<file path="src/rtl/inst_enc.sv">
// inst_enc: packs RV32I instruction fields into a 32-bit word behind a 2-entry output FIFO.
// Ports: clk/rst_n (async active-low); in_valid/in_ready request handshake with fmt, opcode,
// rd, rs1, rs2, funct3, funct7, imm fields; out_valid/out_ready/inst output handshake
// (inst = FIFO head); range_err pulses one cycle per rejected request; enc_count counts
// enqueued words, saturating.
module inst_enc (
  input  logic        clk,
  input  logic        rst_n,
  input  logic        in_valid,
  output logic        in_ready,
  input  logic [2:0]  fmt,
  input  logic [6:0]  opcode,
  input  logic [4:0]  rd,
  input  logic [4:0]  rs1,
  input  logic [4:0]  rs2,
  input  logic [2:0]  funct3,
  input  logic [6:0]  funct7,
  input  logic [31:0] imm,
  output logic        out_valid,
  input  logic        out_ready,
  output logic [31:0] inst,
  output logic        range_err,
  output logic [15:0] enc_count
);
  typedef enum logic [1:0] {EMPTY, ONE, FULL} state_t;
  state_t      state_q;
  logic [31:0] head_q, tail_q, word_d;
  logic [15:0] cnt_q;
  logic        err_q, legal_d, acc, push, pop;
  always_comb begin
    word_d  = '0;
    legal_d = 1'b0;
    case (fmt)
      3'd0: begin
        word_d  = {funct7, rs2, rs1, funct3, rd, opcode};
        legal_d = 1'b1;
      end
      3'd1: begin
        word_d  = {imm[11:0], rs1, funct3, rd, opcode};
        legal_d = imm == {{20{imm[11]}}, imm[11:0]};
      end
      3'd2: begin
        word_d  = {imm[11:5], rs2, rs1, funct3, imm[4:0], opcode};
        legal_d = imm == {{20{imm[11]}}, imm[11:0]};
      end
      3'd3: begin
        word_d  = {imm[12], imm[10:5], rs2, rs1, funct3, imm[4:1], imm[11], opcode};
        legal_d = !imm[0] && imm == {{19{imm[12]}}, imm[12:0]};
      end
      3'd4: begin
        word_d  = {imm[31:12], rd, opcode};
        legal_d = imm[11:0] == 12'd0;
      end
      3'd5: begin
        word_d  = {imm[20], imm[10:1], imm[11], imm[19:12], rd, opcode};
        legal_d = !imm[0] && imm == {{11{imm[20]}}, imm[20:0]};
      end
      default: begin
        word_d  = '0;
        legal_d = 1'b0;
      end
    endcase
  end
  assign in_ready  = state_q != FULL;
  assign out_valid = state_q != EMPTY;
  assign inst      = head_q;
  assign range_err = err_q;
  assign enc_count = cnt_q;
  assign acc       = in_valid && in_ready;
  assign push      = acc && legal_d;
  assign pop       = out_valid && out_ready;
  always_ff @(posedge clk or negedge rst_n) begin
    if (!rst_n) begin
      state_q <= EMPTY;
      head_q  <= '0;
      tail_q  <= '0;
      cnt_q   <= '0;
      err_q   <= 1'b0;
    end else begin
      err_q <= acc && !legal_d;
      if (push && cnt_q != 16'hFFFF) cnt_q <= cnt_q + 16'd1;
      case (state_q)
        EMPTY: if (push) begin
          head_q  <= word_d;
          state_q <= ONE;
        end
        ONE: begin
          // simultaneous push and pop replaces the head and keeps occupancy at one
          if (push && pop) head_q <= word_d;
          else if (push) begin
            tail_q  <= word_d;
            state_q <= FULL;
          end else if (pop) state_q <= EMPTY;
        end
        default: if (pop) begin
          head_q  <= tail_q;
          state_q <= ONE;
        end
      endcase
    end
  end
endmodule
</file>
<file path="config.mk">
export PLATFORM = sky130hd
export DESIGN_NAME = inst_enc
export DESIGN_NICKNAME = d
export VERILOG_FILES = /design/src/rtl/inst_enc.sv
export SDC_FILE = /design/constraint.sdc
export NUM_CORES = 1
export LEC_CHECK = 0
export BUFFER_PORTS_ARGS = -buffer_cell sky130_fd_sc_hd__buf_2
export CAP_MARGIN = 0
export CELL_PAD_IN_SITES_DETAIL_PLACEMENT = 1
export CELL_PAD_IN_SITES_GLOBAL_PLACEMENT = 2
export CORE_ASPECT_RATIO = 1.25
export CORE_MARGIN = 2
export CORE_UTILIZATION = 32
export DETAILED_ROUTE_END_ITERATION = 8
export PLACE_DENSITY_LB_ADDON = 0.1
export SYNTH_ARGS = -nofsm -noshare
export SYNTH_HDL_FRONTEND = slang
export SYNTH_SLANG_ARGS = --single-unit
</file>
<file path="constraint.sdc">
create_clock -name clk -period 2.6 [get_ports clk]
set_clock_uncertainty 0.1 [all_clocks]
set_input_delay 0.52 -clock clk [delete_from_list [all_inputs] [get_ports clk]]
set_output_delay 0.52 -clock clk [all_outputs]
set_load 0.01 [all_outputs]
</file>
-- Word level (Yosys, flattened, before mapping)
Index checks and enable logic that the tools add are counted.
- register bits after elaboration: 83
- bits of input ports: 71
- output and inout port bits: 51
- word-level logic and storage cells: 53
- mux-type cells: 12
- bitwise logic cells: 1
- add/subtract/negate cells: 1
- reduce and logical (&&, ||, !) cells: 19
- eq/ne operators: 15
- operators by type and width (kind ; count):
    case mux 32 bit (6 select lines) ; 1
    two-way mux 32 bit ; 3
    case mux 32 bit (2 select lines) ; 1
    == test 20 bit ; 1
    == test 19 bit ; 1
    adder 16 x 1 -> 16 bit, second input constant ; 1
    != test 16 bit, second input constant ; 1
    logical NOT 12 bit ; 1
    == test 11 bit ; 1
    two-way mux 2 bit ; 5
    logical AND 1 bit ; 8
    != test 2 bit, second input constant ; 4
    == test 3 x 2 -> 1 bit, second input constant ; 2
    == test 3 bit, second input constant ; 2
    AND reduction 3 bit ; 2
    case mux 1 bit (5 select lines) ; 1
    case mux 2 bit (2 select lines) ; 1
    AND reduction 4 bit ; 1
    == test 3 x 1 -> 1 bit, second input constant ; 1
    logical NOT 3 bit ; 1
    != test 3 bit, second input constant ; 1
    nonzero test 3 bit ; 1
    == test 2 x 1 -> 1 bit, second input constant ; 1
    logical NOT 1 bit ; 2
    other kinds (4) ; 4

-- Logic depth before layout (Yosys ltp)
Gate-level depths: netlist of run 1.
- depth after elaboration: 7
- gate-level depth with buffers: 10
- gate-level depth less buffers: 7

-- Worst setup path after synthesis of run 1
OpenSTA, ideal clock, no wires.
- kind: in2reg
- from: in imm[11]
- to: reg head_q[0], in the netlist inst[0]
- arrival: 2.614 ns
- path slack: -0.239 ns
- path buffers: 3
- cell stages on the path: 10
- required time: 2.375 ns
- library setup time: 0.125 ns
- cell sequence: buf_2 or4_1 nor4_1 a22oi_1 o41ai_2 o21ai_1 a2bb2o_4 buf_6 buf_6 mux2_4
- word-level cells in the longest chain between the ends: 6
- elaborated cells on any way between the ends: 8
- classes of those cells: eq/ne: 3; mux: 1; reduce/logical: 4
- ends and longest elaborated chain (what ; line ; text):
    start: declaration ; 18 ; input logic [31:0] imm,
    == test 20 bit / logical NOT 12 bit (equally long branches) ; 40, 44, 52 ;
    case mux 1 bit (5 select lines) * ; 33 ; case (fmt)
    logical AND 1 bit * ; 70 ; assign push = acc && legal_d;
    logical AND 1 bit ; 89 ; if (push && pop) head_q <= word_d;
    != test 2 bit (no line) ; -- ;
    AND reduction 3 bit (no line) * ; -- ;
    end signal: assignment ; 84 ; head_q <= word_d;
    end signal: assignment ; 89 ;
    end signal: assignment ; 96 ; head_q <= tail_q;
    end: declaration ; 27 ; logic [31:0] head_q, tail_q, word_d;
Every way passes the cells marked *; elsewhere a longest branch is shown, timed or not.
A chain may end at the register's enable or synchronous reset.

-- Worst setup path after layout of run 1
- from: in imm[17]
- to: reg head_q[12], in the netlist inst[12]
- word-level cells in the longest chain between the ends: 7
- elaborated cells on any way between the ends: 9
- classes of those cells: eq/ne: 4; mux: 1; reduce/logical: 4
- ends and longest elaborated chain (what ; line ; text):
    == test 19 bit ; 48 ; legal_d = !imm[0] && imm == {{19{imm[12]}}, imm[12:0]};
    logical AND 1 bit ; 48 ;
    case mux 1 bit (5 select lines) * ; 33 ;
    logical AND 1 bit * ; 70 ;
    logical AND 1 bit ; 89 ;
    != test 2 bit (no line) ; -- ;
    AND reduction 3 bit (no line) * ; -- ;
Marks and branches as above.

==> run metrics, run 1 <==
first-pass GRT wire length=24.3 mm; gr usage total=21.2%; reg2reg start=enc_count[7]; asr flop ratio synth=100%; commonest non-fill, non-tap cells in the layout=buf_2 (117), nand2_1 (94), dfrtp_1 (82), buf_4 (50), o21ai_0 (48); register area share after synthesis=46.2%; worst r2r dst=enc_count[15]; Overflow after GRT=0; RSZ-0062 raised after global routing=yes; CTS Buf Count=9; crit path cell chain=buf_2 > or4_4 > nor4_4 > o221ai_1 > o41ai_2 > buf_4 > o21ai_2 > a2bb2o_4 > buf_12 > mux2_4; Post-Route WL=15.2 mm; vias in the first global route=4525; layout cells sized above 1=38.5%; Final Max Slew Viols=0; Final #Nets=709; CTS root buf=clkbuf_16; crit share post-route=102%; status=finished with violations; critical path type=input pin to flip-flop; Clk pin slew, worst setup/hold paths=60 ps; routing usage on met1=26.2%; Slew HR=63.5%; core area=13800 µm²; Initial DRT Pass Iterations=4; die area=15000 µm²; Site Rows=48; largest net degree at the start of global routing=53; vias per cell=5.05; M2 GR Usage=37.4%; Clock Latency Late Sink=350 ps; CP max stage delay=570 ps; R2R setup slack=340 ps; part of the power in the clock network=32.8%; Seq pwr share=42.1%; most used routing layer in global routing=met2; Mapped Cells=478; overall power=4.12 mW; P_leak=2.99 nW; Die Y=137 µm; Int Power=2.86 mW; diodes inserted=0; CTS Hold Bufs=0; violated checks=negative setup slack; initial antenna violation count=0; vias post-DR=4126; CTS tree=built; most common cell after layout, fill and taps aside=buf_2; Worst EP required=2720 ps; area grow syn2layout=37.3%; CP bufs+invs=3; final worst slack=-50.3 ps; RePlAce Congestion=0.808; clock tree sinks=83; Net Switching=1.26 mW; reg2reg path depth=8; initial core utilization=32.7%; post-route ant nets=0; Initial DRC Count=134; Power per Cell Area=667 nW/µm²; Post-synth EDFFs=0; FF+latch count, synth=83; # H-tree levels=3; minimum clock period=2650 ps; Worst Setup End Kind=flip-flop; Synth Warn #=0; GR Util met3=3.67%; f_max=0.377 GHz; Avg Inst Size Synth=9.41 µm²; Gate power share=25.1%; IO buf count=121; clk buf depth=2; dominant synthesized flop cell=dfrtp_1; Sw Ratio=30.7%; Die X=110 µm; Slowest-stage cell, CP=or4_4; worst slew pin tran=540 ps; Synth Net Count=550; cell count along the critical path=10; Place WS=-533 ps; delay-heaviest family, CP=compound AO/OA/AOI/OAI gates; startpoint type of the worst setup path=input pin; Ports=122; Netlist cell types=42; area of the mapped netlist=4500 µm²; Hold Violations, Final=0; Post-route DRC=0; critical path peak fanout=9; WP data arrival=2780 ps; DR WL/cell=18.5 µm; Final setup viols=32; VDD IR-drop max=0.305 mV; DP HPWL=11.6 mm; Hold Crit Class=input pin to asynchronous set/reset pin; max cap viols=0
-- power groups by stage --
stage	registers, mW	logic [mW]	clock network, mW
finish	1.73	1.03	1.35
CTS	1.73	1.04	1.39
global placement	1.74	0.993	0
floorplan	1.79	0.485	0
global route	1.76	1.15	1.43
detailed placement	1.75	1.02	0
-- cell usage after synthesis, types with 2 or more instances --
cell type   n  area share (%)
and3_1      3            0.42
xnor2_1    14             2.7
nor4_1      8             1.1
a31oi_1     2            0.28
o21ai_1    29             3.2
clkbuf_1   23             1.9
mux2i_1     7             1.6
mux2_4     30              10
nor3_1      8            0.89
a22oi_1    19             3.2
nor2_1     20             1.7
a21oi_1    13             1.4
nor4b_1     3            0.58
dfrtp_1    83              46
nand4_1     9             1.3
nor2b_1    11             1.5
buf_2       4            0.45
buf_6       4             1.0
nand3_1    13             1.4
or4_1       3            0.50
inv_1       7            0.58
mux2_1      2            0.50
nand2_1    95             7.9
o41ai_2     2            0.72
xor2_1      2            0.39
o21ai_0    48             5.3
-- registers in the layout (all words and copies together) (netlist names) --
register and cells:
enc_count 16, inst 32, range_err 1, state_q 2
tail_q 32
-- routing by layer --
layer  wire (µm)  share of wire [%]  vias up
met5           0                  0        -
met4         220                1.5        0
met3         678                4.5       12
met2        7680                 51       89
met1        6570                 43     2026
li1            -                  -     1999
-- worst max path at each step --
stage / from / to / slack (ps)
2_1_floorplan: imm[11] / inst[0] / -210
3_3_place_gp: imm[14] / inst[1] / -480
3_5_place_dp: imm[14] / inst[26] / -530
4_1_cts: imm[14] / inst[12] / -40
5_1_grt: imm[14] / inst[14] / -110
6_report: imm[17] / inst[12] / -50
-- repair_timing --
item	CTS	global route
resized for setup	14	12
buffers inserted	1	0
pin swaps	0	2
setup endpoints to repair	34	48
gates cloned	1	0
-- layout make-up --
cell class,count,area (µm²)
multi-input combinational,355,2360
fill,1628,7580
sequential,83,2080
timing repair buffer,180,1180
clock buffer,9,225
clock inverter,7,83.8
tap,175,219
inverter,8,30.0
-- worst register-to-register path, stage by stage (launching register included) --
cell,delay (ps)
dfrtp_1,450
and3_1,260
and3_1,220
nand3_1,140
o311ai_0,490
nor3_1,130
buf_4,170
nand4_1,110
xnor2_1,120
-- kinds of logic (layout without fill, tap and decap cells) --
family / after synthesis / after routing / share of synthesized area [%]
XOR/XNOR: 16 / 16 / 3.12
adder cells (fa/ha/maj): 1 / 1 / 0.278
buffers and inverters: 40 / 204 / 4.12
AO/OA/AOI/OAI: 122 / 122 / 16.2
AND/OR/NAND/NOR: 176 / 176 / 17.8
multiplexers: 40 / 40 / 12.3
flip-flops: 83 / 83 / 46.2
-- per-stage QoR --
stage          utilization, %  hold slack, ps  TNS (ps)  instances  area (µm²)
3_5_place_dp             41.4             371    -26460        799        5700
6_report                 44.9            24.4     -1210        817        6170
4_1_cts                  44.4            41.5      -794        817        6110
2_1_floorplan               -             124     -6410        478        4530
5_1_grt                  44.9            53.2     -3140        817        6170
3_3_place_gp             41.4             364    -23140        799        5700
No activity file was read; power rests on OpenSTA's default activity.
==> inputs of run 2 (changes only) <==
==> config.mk (replaced) <==
export PLATFORM = sky130hd
export DESIGN_NAME = inst_enc
export DESIGN_NICKNAME = d
export VERILOG_FILES = /design/src/rtl/inst_enc.sv
export SDC_FILE = /design/constraint.sdc
export NUM_CORES = 1
export LEC_CHECK = 0
export BUFFER_PORTS_ARGS = -buffer_cell sky130_fd_sc_hd__buf_2
export CAP_MARGIN = 0
export CORE_ASPECT_RATIO = 1.25
export CORE_MARGIN = 2
export CORE_UTILIZATION = 53
export DETAILED_ROUTE_END_ITERATION = 8
export PLACE_DENSITY = 0.81
export SYNTH_ARGS = -nofsm -noshare
export SYNTH_HDL_FRONTEND = slang
export SYNTH_SLANG_ARGS = --single-unit
==> run 2 against run 1 <==
  * The flow still finishes with violations (negative setup slack)
  * Utilization is 26 points higher
  * Sequential share of layout area is 1.8 points higher
  * First-iteration DRC count grew to 2.7 times the previous value
  * Maximum frequency is 1.4% higher
  * Non-clock buffer count is 12 lower
  * Final area is 5.2% lower
  * Sequential power hardly changed
  * Routed wire length is 16% lower
  * Clock power is 27% lower
  * Register-to-register slack hardly changed
  * Worst setup slack better by 36 ps
  * Clock-buffer cell count stayed put
  * Critical path type unchanged
  * Critical endpoint is now inst[7]
  * Largest power group unchanged
==> run metrics, run 2 (synthesis gave the netlist of run 1 again) <==
CP bufs+invs=3 (unchanged); Die Y=107 µm (was 137 µm); clk buf depth=2 (unchanged); Post-Route WL=12.8 mm (was 15.2 mm); f_max=0.383 GHz (was 0.377 GHz); Initial DRT Pass Iterations=5 (was 4); # H-tree levels=3 (unchanged); vias in the first global route=4139 (was 4525); Hold Crit Class=input pin to flip-flop (was input pin to asynchronous set/reset pin); die area=9240 µm² (was 15000 µm²); worst slew pin tran=574 ps (was 540 ps); first-pass GRT wire length=19.2 mm (was 24.3 mm); Final #Nets=697 (was 709); gr usage total=26.6% (was 21.2%); Slowest-stage cell, CP=or4_4 (unchanged); Final setup viols=14 (was 32); placed insts=706 (was 799); Worst Hold Slack=289 ps (was 24.4 ps); Layout Cells excl Fill=727 (was 817); vias post-DR=4269 (was 4126); Clock Latency Late Sink=370 ps (was 350 ps); area grow syn2layout=30.2% (was 37.3%); startpoint type of the worst setup path=input pin (unchanged); fill count=621 (was 1628); IO buf count=121 (unchanged); status=finished with violations (unchanged); P_leak=2.86 nW (was 2.99 nW); CTS tree=built (unchanged); clock tree sinks=83 (unchanged); CTS root buf=clkbuf_8 (was clkbuf_16); crit share post-route=101% (was 102%); RSZ-0062 raised after global routing=yes (unchanged); most common cell after layout, fill and taps aside=buf_2 (unchanged); Post-route DRC=0 (unchanged); Final Max Slew Viols=0 (unchanged); Site Rows=37 (was 48); CP max stage delay=570 ps (about the same); Clk pin slew, worst setup/hold paths=100 ps (was 60 ps); core area=8240 µm² (was 13800 µm²); Worst EP required=2770 ps (was 2720 ps); Placed Area=5480 µm² (was 5700 µm²); diodes inserted=0 (unchanged); CTS Buf Count=9 (unchanged); Overflow after GRT=0 (unchanged); Power per Cell Area=636 nW/µm² (was 667 nW/µm²); delay-heaviest family, CP=simple AND/OR/NAND/NOR gates (was compound AO/OA/AOI/OAI gates); DR WL/cell=17.6 µm (was 18.5 µm); commonest non-fill, non-tap cells in the layout=buf_2 (119), nand2_1 (95), dfrtp_1 (82), o21ai_0 (48), buf_4 (38) (was buf_2 (117), nand2_1 (94), dfrtp_1 (82), buf_4 (50), o21ai_0 (48)); violated checks=negative setup slack (unchanged); Ports=122 (unchanged); initial antenna violation count=0 (unchanged); overall power=3.72 mW (was 4.12 mW); critical path peak fanout=6 (was 9); DP HPWL=9.11 mm (was 11.6 mm); Hold Violations, Final=0 (unchanged); VDD IR-drop max=0.458 mV (was 0.305 mV); final instance area=5860 µm² (was 6170 µm²); crit path cell chain=buf_6 > or4_4 > nor4_4 > o221ai_2 > o41ai_2 > buf_4 > o21ai_2 > a2bb2o_4 > clkbuf_16 > mux2_4 (was buf_2 > or4_4 > nor4_4 > o221ai_1 > o41ai_2 > buf_4 > o21ai_2 > a2bb2o_4 > buf_12 > mux2_4); Slew HR=61.2% (was 63.5%); initial core utilization=54.6% (was 32.7%); Worst Setup End Kind=flip-flop (unchanged); WP data arrival=2780 ps (about the same); critical path type=input pin to flip-flop (unchanged); Die X=86.4 µm (was 110 µm); vias per cell=5.87 (was 5.05); RePlAce Congestion=0.918 (was 0.808); Initial DRC Count=364 (was 134); largest net degree at the start of global routing=50 (was 53); layout cells sized above 1=36.8% (was 38.5%); Final Core Density=71.1% (was 44.9%); minimum clock period=2610 ps (was 2650 ps); max cap viols=0 (unchanged); post-route ant nets=0 (unchanged); final worst slack=-14.0 ps (was -50.3 ps)
run 2: cell types whose count changed in the layout (fill, tap and decap cells not counted), moves of 2 or more:
cell and change:
clkbuf_16 -7, clkbuf_8 +9, buf_6 -3, buf_2 +2, buf_4 -12
run 2: through the flow:
step,setup slack (ps),TNS (ps)
CTS,-11.5,-11.5
detailed placement,-458,-21500
global route,-71.9,-1520
finish,-14.0,-68.5
global placement,-381,-19450
floorplan,-211,-6410
run 2: worst reg2reg max path, delay by kind of cell, from the launching register on:
kind | cells | cell delay [ps]
buf+inv | 1 | 260
simple gates | 5 | 710
xor+xnor | 1 | 150
compound gates | 1 | 560
flops | 1 | 420
run 2: area by class of cell:
| type | instances | area [µm²] | area share [%] |
|---|---|---|---|
| multi-input cells | 355 | 2340 | 40.0 |
| flip-flops and latches | 83 | 2080 | 35.5 |
| repair buffers | 168 | 1070 | 18.4 |
| clock buffers | 9 | 124 | 2.12 |
| well taps | 97 | 121 | 2.07 |
| clock inverters | 7 | 83.8 | 1.43 |
| inverters | 8 | 30.0 | 0.513 |
run 2: routing by layer:
| metal | vias to the layer above | wire length, µm | global-route usage [%] |
|---|---|---|---|
| met5 | - | 0 | 0 |
| met3 | 37 | 934 | 6.62 |
| met4 | 0 | 518 | 11.7 |
| met2 | 216 | 6220 | 43.5 |
| met1 | 2034 | 5120 | 33.3 |
| li1 | 1982 | - | - |
run 2: repair_timing:
item,CTS,global route
endpoints found under the setup margin,25,34
pin swaps,1,2
resized for setup,4,13
gates cloned,0,3
endpoints found under the hold margin,1,0
hold buffers,1,0
buffers inserted,1,0
run 2: final timing paths:
path	endpoint	slack [ps]	cells past startpoint	from
worst max-delay path	inst[7]	-10	10	imm[17]
worst min-delay path	tail_q[3]	290	3	opcode[3]
worst max register to register	enc_count[3]	330	8	enc_count[7]
worst min register to register	tail_q[17]	390	2	tail_q[17]
max in group asynchronous	inst[16]	1250	3	rst_n
min in group asynchronous	tail_q[31]	540	2	rst_n
run 2: power breakdown:
part	leakage (nW)	switching [mW]	total (mW)	internal, mW
combinational	1.67	0.478	1.01	0.533
clock	0.102	0.525	0.985	0.460
sequential	1.09	0.181	1.73	1.55
